<file path="config.mk">
export PLATFORM = sky130hd
export DESIGN_NAME = alu_share_ctrl
export DESIGN_NICKNAME = d
export VERILOG_FILES = /design/src/rtl/alu_ctrl_pkg.sv /design/src/rtl/rr_arb2.sv /design/src/rtl/alu_share_ctrl.sv
export SDC_FILE = /design/constraint.sdc
export NUM_CORES = 1
export LEC_CHECK = 0
export BUFFER_PORTS_ARGS = -buffer_cell sky130_fd_sc_hd__clkbuf_2
export CORE_UTILIZATION = 47
export DETAILED_ROUTE_END_ITERATION = 10
export GPL_ROUTABILITY_DRIVEN = 0
export PLACE_DENSITY = 0.94
export SLEW_MARGIN = 0
export SYNTH_ARGS = -nofsm -noshare
export SYNTH_HDL_FRONTEND = slang
export SYNTH_HIERARCHICAL = 1
export SYNTH_SLANG_ARGS = --single-unit
</file>
<file path="constraint.sdc">
create_clock -name clk -period 5.17 [get_ports clk]
set_input_delay 0.2585 -clock clk [delete_from_list [all_inputs] [get_ports clk]]
set_output_delay 0.2585 -clock clk [all_outputs]
set_load 0.03 [all_outputs]
</file>
<file path="src/rtl/alu_ctrl_pkg.sv">
// Shared types and constants for the ALU sharing controller: opcodes, FSM states,
// flag bit positions and the flag-update rule applied when a result is captured.
package alu_ctrl_pkg;

    localparam int unsigned DATA_W = 16;

    localparam int FLAG_N = 2;
    localparam int FLAG_V = 1;
    localparam int FLAG_Z = 0;

    typedef enum logic [2:0] {
        OP_ADD    = 3'b000,
        OP_SUB    = 3'b001,
        OP_RED    = 3'b010,
        OP_XOR    = 3'b011,
        OP_SLL    = 3'b100,
        OP_SRA    = 3'b101,
        OP_ROR    = 3'b110,
        OP_PADDSB = 3'b111
    } alu_op_e;

    typedef enum logic [1:0] {
        ST_IDLE = 2'd0,
        ST_EXEC = 2'd1,
        ST_RESP = 2'd2
    } state_e;

    // Arithmetic ops own all three flags, logic/shift ops only Z, RED/PADDSB none.
    function automatic logic [2:0] next_flags(input alu_op_e             op,
                                              input logic [DATA_W-1:0]   res,
                                              input logic                ovf,
                                              input logic [2:0]          cur);
        logic [2:0] f;
        f = cur;
        case (op)
            OP_ADD, OP_SUB: begin
                f[FLAG_N] = res[DATA_W-1];
                f[FLAG_V] = ovf;
                f[FLAG_Z] = (res == '0);
            end
            OP_XOR, OP_SLL, OP_SRA, OP_ROR: begin
                f[FLAG_Z] = (res == '0);
            end
            default: ;
        endcase
        return f;
    endfunction

endpackage

</file>
<file path="src/rtl/rr_arb2.sv">
// Two-way round-robin grant: a lone request wins outright, a tie goes to the
// port that was not granted last time.
module rr_arb2 (
    input  logic [1:0] req,
    input  logic       last_grant,
    output logic [1:0] gnt
);

    // NOTE: every output of a combinational block gets a default first so no path
    // leaves it unassigned, which would infer a latch.
    always_comb begin
        gnt = 2'b00;
        case (req)
            2'b01:   gnt = 2'b01;
            2'b10:   gnt = 2'b10;
            2'b11:   gnt = last_grant ? 2'b01 : 2'b10;
            default: gnt = 2'b00;
        endcase
    end

endmodule

</file>
<file path="src/rtl/alu_share_ctrl.sv">
// Shares one external combinational ALU between the execute stage (port 0) and the
// address unit (port 1): IDLE accepts, EXEC captures the result, RESP returns it.
module alu_share_ctrl
    import alu_ctrl_pkg::*;
#(
    parameter int WIDTH = 16
) (
    input  logic             clk,
    input  logic             rst_n,

    input  logic             req0_valid,
    output logic             req0_ready,
    input  logic [WIDTH-1:0] req0_a,
    input  logic [WIDTH-1:0] req0_b,
    input  logic [2:0]       req0_op,
    input  logic             req0_wrflags,

    input  logic             req1_valid,
    output logic             req1_ready,
    input  logic [WIDTH-1:0] req1_a,
    input  logic [WIDTH-1:0] req1_b,
    input  logic [2:0]       req1_op,
    input  logic             req1_wrflags,

    output logic             rsp0_valid,
    input  logic             rsp0_ready,
    output logic             rsp1_valid,
    input  logic             rsp1_ready,
    output logic [WIDTH-1:0] rsp_data,

    output logic [WIDTH-1:0] alu_in1,
    output logic [WIDTH-1:0] alu_in2,
    output logic [2:0]       alu_op,
    input  logic [WIDTH-1:0] alu_result,
    input  logic [2:0]       alu_flags,

    output logic [2:0]       flags_q
);

    state_e           state_q, state_d;
    logic             last_grant_q, last_grant_d;
    logic [WIDTH-1:0] a_q, a_d;
    logic [WIDTH-1:0] b_q, b_d;
    alu_op_e          op_q, op_d;
    logic             wrflags_q, wrflags_d;
    logic             port_q, port_d;
    logic [WIDTH-1:0] result_q, result_d;
    logic [2:0]       flags_d;
    logic [1:0]       gnt;

    // The ALU's own N and Z are not trusted; only its overflow bit is consumed.
    logic unused_alu_flags;
    assign unused_alu_flags = alu_flags[FLAG_N] ^ alu_flags[FLAG_Z];

    rr_arb2 u_arb (
        .req        ({req1_valid, req0_valid}),
        .last_grant (last_grant_q),
        .gnt        (gnt)
    );

    always_comb begin
        state_d      = state_q;
        last_grant_d = last_grant_q;
        a_d          = a_q;
        b_d          = b_q;
        op_d         = op_q;
        wrflags_d    = wrflags_q;
        port_d       = port_q;
        result_d     = result_q;
        flags_d      = flags_q;

        case (state_q)
            ST_IDLE: begin
                if (gnt != 2'b00) begin
                    a_d          = gnt[1] ? req1_a       : req0_a;
                    b_d          = gnt[1] ? req1_b       : req0_b;
                    op_d         = alu_op_e'(gnt[1] ? req1_op : req0_op);
                    wrflags_d    = gnt[1] ? req1_wrflags : req0_wrflags;
                    port_d       = gnt[1];
                    last_grant_d = gnt[1];
                    state_d      = ST_EXEC;
                end
            end
            ST_EXEC: begin
                result_d = alu_result;
                if (wrflags_q) begin
                    flags_d = next_flags(op_q, alu_result, alu_flags[FLAG_V], flags_q);
                end
                state_d = ST_RESP;
            end
            ST_RESP: begin
                if (port_q ? rsp1_ready : rsp0_ready) begin
                    state_d = ST_IDLE;
                end
            end
            default: state_d = ST_IDLE;
        endcase
    end

    // NOTE: state registers use non-blocking assignments so every flop samples the
    // pre-edge value of every other flop, independent of process ordering.
    always_ff @(posedge clk or negedge rst_n) begin
        if (!rst_n) begin
            state_q      <= ST_IDLE;
            last_grant_q <= 1'b1;
            a_q          <= '0;
            b_q          <= '0;
            op_q         <= OP_ADD;
            wrflags_q    <= 1'b0;
            port_q       <= 1'b0;
            result_q     <= '0;
            flags_q      <= 3'b000;
        end else begin
            state_q      <= state_d;
            last_grant_q <= last_grant_d;
            a_q          <= a_d;
            b_q          <= b_d;
            op_q         <= op_d;
            wrflags_q    <= wrflags_d;
            port_q       <= port_d;
            result_q     <= result_d;
            flags_q      <= flags_d;
        end
    end

    assign req0_ready = (state_q == ST_IDLE) && gnt[0];
    assign req1_ready = (state_q == ST_IDLE) && gnt[1];
    assign rsp0_valid = (state_q == ST_RESP) && !port_q;
    assign rsp1_valid = (state_q == ST_RESP) &&  port_q;
    assign rsp_data   = result_q;

    // Operand registers only change on acceptance, so the ALU inputs stay quiet
    // outside of an operation.
    assign alu_in1 = a_q;
    assign alu_in2 = b_q;
    assign alu_op  = op_q;

endmodule
</file>
Word level (Yosys, flattened, before mapping)
Index checks and enable logic that the tools add are counted.
{"block": "op_classes", "n_reduce_logical": 15, "n_mux": 10, "eq_ne": 12}
{"op": "16-bit 2-to-1 mux", "n": 2}
{"op": "16-bit logical NOT", "n": 1}
{"op": "2-bit case mux with 3 select lines", "n": 2}
{"op": "3-bit == test, second input constant", "n": 3}
{"op": "2-bit == test, second input constant", "n": 3}
{"op": "2-bit 2-to-1 mux", "n": 3}
{"op": "3-bit AND reduction", "n": 2}
{"op": "6-bit OR reduction", "n": 1}
{"op": "2-bit by 1-bit == test with 1-bit output, second input constant", "n": 2}
{"op": "1-bit logical AND", "n": 4}
{"op": "2-bit != test, second input constant", "n": 2}
{"op": "2-bit AND reduction", "n": 2}
{"op": "3-bit by 1-bit == test with 1-bit output, second input constant", "n": 1}
{"op": "3-bit by 2-bit == test with 1-bit output, second input constant", "n": 1}
{"op": "3-bit logical NOT", "n": 1}
{"op": "3-bit 2-to-1 mux", "n": 1}
{"op": "2-bit logical NOT", "n": 1}
{"op": "1-bit 2-to-1 mux", "n": 2}
{"op": "2-bit nonzero test", "n": 1}
{"op": "2-bit OR reduction", "n": 1}
{"op": "1-bit logical NOT", "n": 1}
{"block": "totals", "regBits": 59, "in_bits": 97}

Logic depth before layout (Yosys ltp)
Gate-level depths: netlist of run 1.
{"block": "logic_depth", "depth_word": 5, "mapped_depth": 6, "ltp_nobuf": 4}

Hierarchy
Netlist of run 1, hierarchy kept.
{"module": "alu_share_ctrl", "instances": 1, "area_per_inst_um2": 2717.6, "seq_area_each_um2": 1477.7, "cells_per_inst": 184}
{"module": "rr_arb2", "instances": 1, "area_per_inst_um2": 18.8, "seq_area_each_um2": 0.0, "cells_per_inst": 3}

Least setup slack after synthesis of run 1
OpenSTA, ideal clock, no wires.
{"block": "synth_path", "path_type": "register -> register", "startpoint": "register last_grant_q", "endpoint": "register a_q[0], in the netlist alu_in1[0]", "setup_time_ps": 125, "n_path_buf": 2, "arrival_ps": 1584, "t_required_ps": 5045, "stages_incl_launch_ff": 6, "slack_ps": 3461, "cell_sequence": "dfstp_2 > a21boi_0 > buf_2 > buf_2 > mux2_2 > mux2_2"}
{"block": "synth_via", "elab_chain_cells": 4}
{"element": "start, declared", "line": "alu_share_ctrl.sv:41", "text": "logic last_grant_q, last_grant_d;"}
{"element": "start signal, assigned", "line": "alu_share_ctrl.sv:115", "text": "last_grant_q <= last_grant_d;"}
{"element": "2-bit 2-to-1 mux *", "line": "rr_arb2.sv:16", "text": "2'b11: gnt = last_grant ? 2'b01 : 2'b10;"}
{"element": "2-bit case mux with 3 select lines *", "line": "rr_arb2.sv:13", "text": "case (req)"}
{"element": "net gnt[1]", "line": "alu_share_ctrl.sv:49", "text": "logic [1:0] gnt;"}
{"element": "2-bit nonzero test", "line": "alu_share_ctrl.sv:74", "text": "if (gnt != 2'b00) begin"}
{"element": "2-bit AND reduction (no line)"}
{"element": "end signal, assigned", "line": "alu_share_ctrl.sv:106", "text": "a_q <= '0;"}
{"element": "end signal, assigned", "line": "alu_share_ctrl.sv:116", "text": "a_q <= a_d;"}
{"element": "end, declared", "line": "alu_share_ctrl.sv:42", "text": "logic [WIDTH-1:0] a_q, a_d;"}
Mark *: on every way through the listed nets, which the timed path passes. The rest lies on a longest branch.
A chain may end at the register's enable or synchronous reset.

Worst setup path after layout of run 1
{"block": "layout_path", "startpoint": "register last_grant_q", "endpoint": "register b_q[12], in the netlist alu_in2[12]"}
{"block": "layout_via", "elab_chain_cells": 4}
{"element": "2-bit 2-to-1 mux", "line": "rr_arb2.sv:16"}
{"element": "2-bit case mux with 3 select lines", "line": "rr_arb2.sv:13"}
{"element": "net gnt[0]", "line": "alu_share_ctrl.sv:49"}
{"element": "2-bit nonzero test", "line": "alu_share_ctrl.sv:74"}
{"element": "2-bit AND reduction (no line)"}
{"element": "end signal, assigned", "line": "alu_share_ctrl.sv:107", "text": "b_q <= '0;"}
{"element": "end signal, assigned", "line": "alu_share_ctrl.sv:117", "text": "b_q <= b_d;"}
{"element": "end, declared", "line": "alu_share_ctrl.sv:43", "text": "logic [WIDTH-1:0] b_q, b_d;"}
The timed path passes the listed nets, and every way through them passes these cells.

==> flow_summary.toml, run 1 <==
[final_layout]
syn_to_final_growth_pct = 36.3
final_cell_mix = "152 x clkbuf_2, 87 x mux2_2, 58 x dfrtp_1, 11 x clkbuf_8, 5 x inv_1"
fin_util_pct = 66.9
post_route_cells_drive_above_1_share_pct = 74.7
nFillCells = 447
diodes = 0
fin_area_um2 = 3730
nets = 440
instances_no_fill = 420
mostFrequentLayoutCell = "clkbuf_2"

[sta]
period_share_pct = 44.6
finalHoldViolCount = 0
rsz0062_at_grt = "false"
worst_slew_pin_slew_ns = 0.858
max_freq_ghz = 0.433
worst_slack_ns = 2.86
slew-limit-headroom_pct = 42.8
final.setup_skew_ns = 0.00455
fin_crit_ns = 2.31
setup_viol = 0
whs_ns = 0.0904
fin_setup_tns_ns = 0
slew_violations = 0

[routing]
postRouteWirelength_um = 5900
first_pass_iters = 4
drt_iter0_drc = 70
vias = 2045
routedWlPerCell_um = 14.0
ant_nets = 0
top_layer = "met4"
wl_met1_um = 2270
route.met3.wl_um = 317
drc = 0
drt-vias-per-instance = 4.87
met2_length_um = 3150

[clocking]
clkSlewWorstSetupHoldPaths_ns = 0.06
root_buffer = "clkbuf_8"
cts_buffer_depth = 2
post_cts_buffers = 0
tritoncts = "built"
post_cts_resized = 0
cts_sinks = 59
clk_latency_ns = 0.31
numCtsBuffers = 9
htreeDepth = 3
cts_hold_buffers = 0

[yosys]
ys_ff_latch = 59
netlist_instances = 187
syn_nets = 284
yosys_warnings = 6
synth_seq_area_share_pct = 54.0
synth_cell_type_count = 24
syn_avg_cell_area_um2 = 14.6
netlist_area_um2 = 2740

[floorplanning]
fp.coreArea_um2 = 5570
dieArea_um2 = 6130
io_pins = 155
rows = 27
die_h_um = 78.3
fp.dieW_um = 78.3
initial_core_util_pct = 49.1

[global_routing]
grt_start_max_net_pins = 60
grt_antenna_before_repair = 0
grt_pass1_wl_um = 9640
grt_pass1_vias = 2199
grt.total_usage_pct = 20.7
grt_overflow_total = 0

[pwr]
total_power_mw = 2.49
ir_drop_v = 0.000402
p_per_area_nw_per_um2 = 668
p_leak_nw = 1.88

[run_status]
outcome = "finished clean"

[place]
placed_cell_area_um2 = 3560
preCtsSetupSlack_ns = 2.79
placed_cells = 404
numPortBuffers = 152
dp_hpwl_um = 4560

[min_path]
hp-class = "primary input to async pin"

[critical_path]
arrival_ns = 2.50
critPathLaunch = "last_grant_q$_DFFE_PN1P_"
cp-start-kind = "flip-flop"
rr_startpoint = "last_grant_q$_DFFE_PN1P_"
reg2reg_slack_ns = 2.86
path_max_fanout = 21
worstSetupPathType = "flip-flop to flip-flop"
endpoint = "alu_in2[12]$_DFFE_PN0P_"
ff2ff_path_depth = 5
rr_endpoint = "alu_in2[12]$_DFFE_PN0P_"
worstPathRequired_ns = 5.37
endpoint_kind = "flip-flop"

[job]
maxCapViolCount = 0
==> metal layers <==
metal,up-vias,GRT usage (%)
met1,960,22.1
li1,985,-
met5,-,0
met4,0,13.0
met2,88,37.6
met3,12,3.60
==> synth_stat cells (all sizes together) <==
cell / number / area (um2)
mux2i: 3 / 30.0
nand4: 1 / 6.26
or2b: 1 / 7.51
a211oi: 1 / 7.51
dfrtp: 58 / 1450
inv: 5 / 18.8
buf: 10 / 63.8
o21ai: 1 / 5.00
nand2: 1 / 3.75
and2: 1 / 6.26
a21o: 2 / 15.0
nand2b: 1 / 6.26
nor4: 4 / 25.0
nor2: 3 / 11.3
o21a: 1 / 7.51
mux2: 89 / 1010
or4: 1 / 11.3
a21boi: 2 / 15.0
xnor2: 1 / 8.76
dfstp: 1 / 26.3
==> flip-flops by register name, summed over array words and instances, names as in the netlist <==
register and flops:
alu_in1 16, alu_in2 16, alu_op 3, flags_q 3
last_grant_q 1, port_q 1, rsp_data 16, state_q 2
wrflags_q 1
==> critical path, cell delays in order (launching register included) <==
cell,delay (ns)
dfstp_2,0.56
inv_1,0.05
a21boi_1,0.20
o21a_1,0.60
buf_4,0.40
mux2_2,0.37
==> layout make-up <==
type | count | area, um2 | area share [%]
Sequential cell | 59 | 1480 | 39.6
Clock buffer | 14 | 163 | 4.36
Clock inverter | 2 | 10.0 | 0.268
Inverter | 5 | 18.8 | 0.503
Tap cell | 72 | 90.1 | 2.42
Timing Repair Buffer | 155 | 783 | 21.0
Multi-Input combinational cell | 113 | 1190 | 31.8
==> kinds of logic (layout without fill, tap and decap cells) <==
logic type	Yosys count	count (layout)	synth area share, %
AOI/OAI and AO/OA	7	7	1.83
muxes	92	92	38.0
xor gates and xnor gates	1	1	0.320
DFF	59	59	54.0
and+or+nand+nor	13	13	2.84
buffers and inverters	15	176	3.02
==> how the worst min path moves through the flow <==
| stage | start | to | slack, ns |
|---|---|---|---|
| floorplan | rst_n | alu_in1[0]$_DFFE_PN0P_ | -0.04 |
| global placement | rst_n | alu_in2[4]$_DFFE_PN0P_ | 0.45 |
| detailed placement | rst_n | alu_in2[4]$_DFFE_PN0P_ | 0.46 |
| CTS | rst_n | rsp_data[11]$_DFFE_PN0P_ | 0.11 |
| global route | rst_n | alu_in2[4]$_DFFE_PN0P_ | 0.16 |
| finish | rst_n | alu_in2[4]$_DFFE_PN0P_ | 0.09 |
==> power by group <==
part,internal [mW],switching [mW]
combinational,0.516,0.777
clock,0.199,0.162
sequential,0.707,0.131
total,1.42,1.07
(Power assumes the default switching activity.)
==> run 2: changes to the inputs <==
- ABC_AREA: not set -> 1
- CORE_UTILIZATION: 47 -> 40
- PLACE_DENSITY: 0.94 -> 0.85
- clock period: 5.17 -> 2.1 ns (I/O delays scaled with it)
==> flow_summary.toml, run 2 <==
[place]
preCtsSetupSlack_ns = 0.458
placed_cells = 631
numPortBuffers = 152
placed_cell_area_um2 = 3700
dp_hpwl_um = 5320

[floorplanning]
initial_core_util_pct = 41.6
dieArea_um2 = 7450
fp.dieW_um = 86.3
fp.coreArea_um2 = 6830
die_h_um = 86.3
rows = 30
io_pins = 155

[sta]
worst_slew_pin_slew_ns = 0.782
slew-limit-headroom_pct = 47.9
worst_slack_ns = 0.376
max_freq_ghz = 0.580
whs_ns = 0.0184
fin_setup_tns_ns = 0
rsz0062_at_grt = "false"
setup_viol = 0
finalHoldViolCount = 0
period_share_pct = 82.1
slew_violations = 0
fin_crit_ns = 1.72
final.setup_skew_ns = 0.00748

[global_routing]
grt_overflow_total = 0
grt.busiest_layer = "met2"
gr-usage-met3_pct = 4.19
grt_antenna_before_repair = 0
grt_pass1_vias = 2947
grt.total_usage_pct = 21.7
grt_pass1_wl_um = 12500
grtUsageMet1_pct = 24.7
grt_start_max_net_pins = 74
met2_usage_pct = 38.8

[clocking]
cts_buffer_depth = 2
tritoncts = "built"
clkSlewWorstSetupHoldPaths_ns = 0.07
cts_sinks = 59
root_buffer = "clkbuf_8"
clk_latency_ns = 0.33
htreeDepth = 3
numCtsBuffers = 9

[critical_path]
crit_slowest_cell = "dfstp_2"
endpoint_kind = "output port"
rr_endpoint = "alu_in2[8]$_DFFE_PN0P_"
cp-start-kind = "flip-flop"
worstSetupPathType = "flip-flop to output port"
arrival_ns = 1.62
reg2reg_slack_ns = 0.42
path_max_fanout = 23
worstPathRequired_ns = 2.00
critical_path_buf_inv_count = 2
rr_startpoint = "last_grant_q$_DFFE_PN1P_"
crit_path_max_incr_delay_ns = 0.56
cp_top_family = "flip-flops"
path_cells = "a21oi_4 > inv_2 > nor2_1 > clkbuf_2"
ff2ff_path_depth = 7

[pwr]
ir_drop_v = 0.000615
p_per_area_nw_per_um2 = 1480
p_leak_nw = 2.38

[job]
maxCapViolCount = 0

[yosys]
yosysMostFrequentCell = "nand2_1"
synth_seq_area_share_pct = 52.0
ys_top_cells_by_count = "210 x nand2_1, 58 x dfrtp_1, 45 x inv_1"
netlist_instances = 396
yosys_warnings = 6
ys_ff_latch = 59
syn_avg_cell_area_um2 = 7.18
synth_edf_count = 0
yosys_most_used_dff = "dfrtp_1"
synth.largest_area_cell = "dfrtp_1"
synth_cell_type_count = 14
netlist_area_um2 = 2840
synth_top_area_share_pct = 51.1
syn_nets = 493
ys_async_sr_fraction_pct = 100
yosys-top-cells-area = "dfrtp_1 51%, nand2_1 28%, o21ai_0 7.6%"

[final_layout]
mostFrequentLayoutCell = "nand2_1"
nets = 659
fin_area_um2 = 4050
syn_to_final_growth_pct = 42.7
post_route_cells_drive_above_1_share_pct = 31.2
instances_no_fill = 663
diodes = 0
final_cell_mix = "210 x nand2_1, 152 x clkbuf_2, 58 x dfrtp_1, 45 x inv_1, 43 x o21ai_0"

[min_path]
whs_path_depth = 3
hold_end = "rsp_data[12]$_DFFE_PN0P_"
min_from = "alu_result[12]"
hp-class = "primary input to flip-flop"

[routing]
vias = 2957
postRouteWirelength_um = 7510
drt_iter0_drc = 106
first_pass_iters = 4
routedWlPerCell_um = 11.3
ant_nets = 0
drt-vias-per-instance = 4.46
drc = 0

[run_status]
outcome = "finished clean"
[run 2: area by class of cell]
type | count | area, um2
Clock buffer | 9 | 124
Clock inverter | 7 | 68.8
Fill cell | 662 | 2780
Inverter | 46 | 173
Multi-Input combinational cell | 273 | 1110
Sequential cell | 59 | 1480
Tap cell | 96 | 120
Timing Repair Buffer | 173 | 983
[run 2: layer usage]
layer	share of wire (%)	vias to the layer above	wire, um
li1	-	1514	-
met1	42	1317	3190
met2	50	109	3780
met3	5.3	17	399
met4	1.9	0	146
met5	0	-	0
[run 2: cells by family after synthesis]
logic type,after synthesis,share of synthesized area [%]
compound gates,45,8.32
flops,59,52.0
buf+inv,64,9.42
simple gates,228,30.3
[run 2: metrics by stage]
stage / power, mW / util (%)
after floorplan: 4.06 / -
after global placement: 4.91 / 54.2
after detailed placement: 5.01 / 54.2
after CTS: 6.07 / 59.3
after global routing: 6.46 / 59.3
final: 6.01 / 59.3
[run 2: worst max-delay path by stage]
stage,from,to,slack [ns],depth (start not counted)
after floorplan,last_grant_q$_DFFE_PN1P_,port_q$_DFFE_PN0P_,0.54,7
after global placement,last_grant_q$_DFFE_PN1P_,alu_in1[15]$_DFFE_PN0P_,0.54,7
after detailed placement,last_grant_q$_DFFE_PN1P_,alu_in2[8]$_DFFE_PN0P_,0.46,7
after CTS,last_grant_q$_DFFE_PN1P_,req1_ready,0.34,4
after global routing,last_grant_q$_DFFE_PN1P_,req1_ready,0.27,4
final,last_grant_q$_DFFE_PN1P_,req1_ready,0.38,4
[run 2: worst min-delay path, cell delays in order]
cell      delay [ns]
clkbuf_2        0.09
nand2_1         0.06
nand2_1         0.06
[run 2: timing repair]
item                                   4_1_cts  5_1_grt
hold buffers                                16        0
endpoints found under the hold margin       42        0
setup endpoints to repair                    0        0
resized for setup                            0        0
buffers inserted                             0        0
[run 2: report_power, final]
group          internal, mW  total, mW  switching (mW)
clock                 0.542      0.995           0.453
sequential             1.70       2.00           0.308
combinational         0.847       3.01            2.17
total                  3.09       6.01            2.93
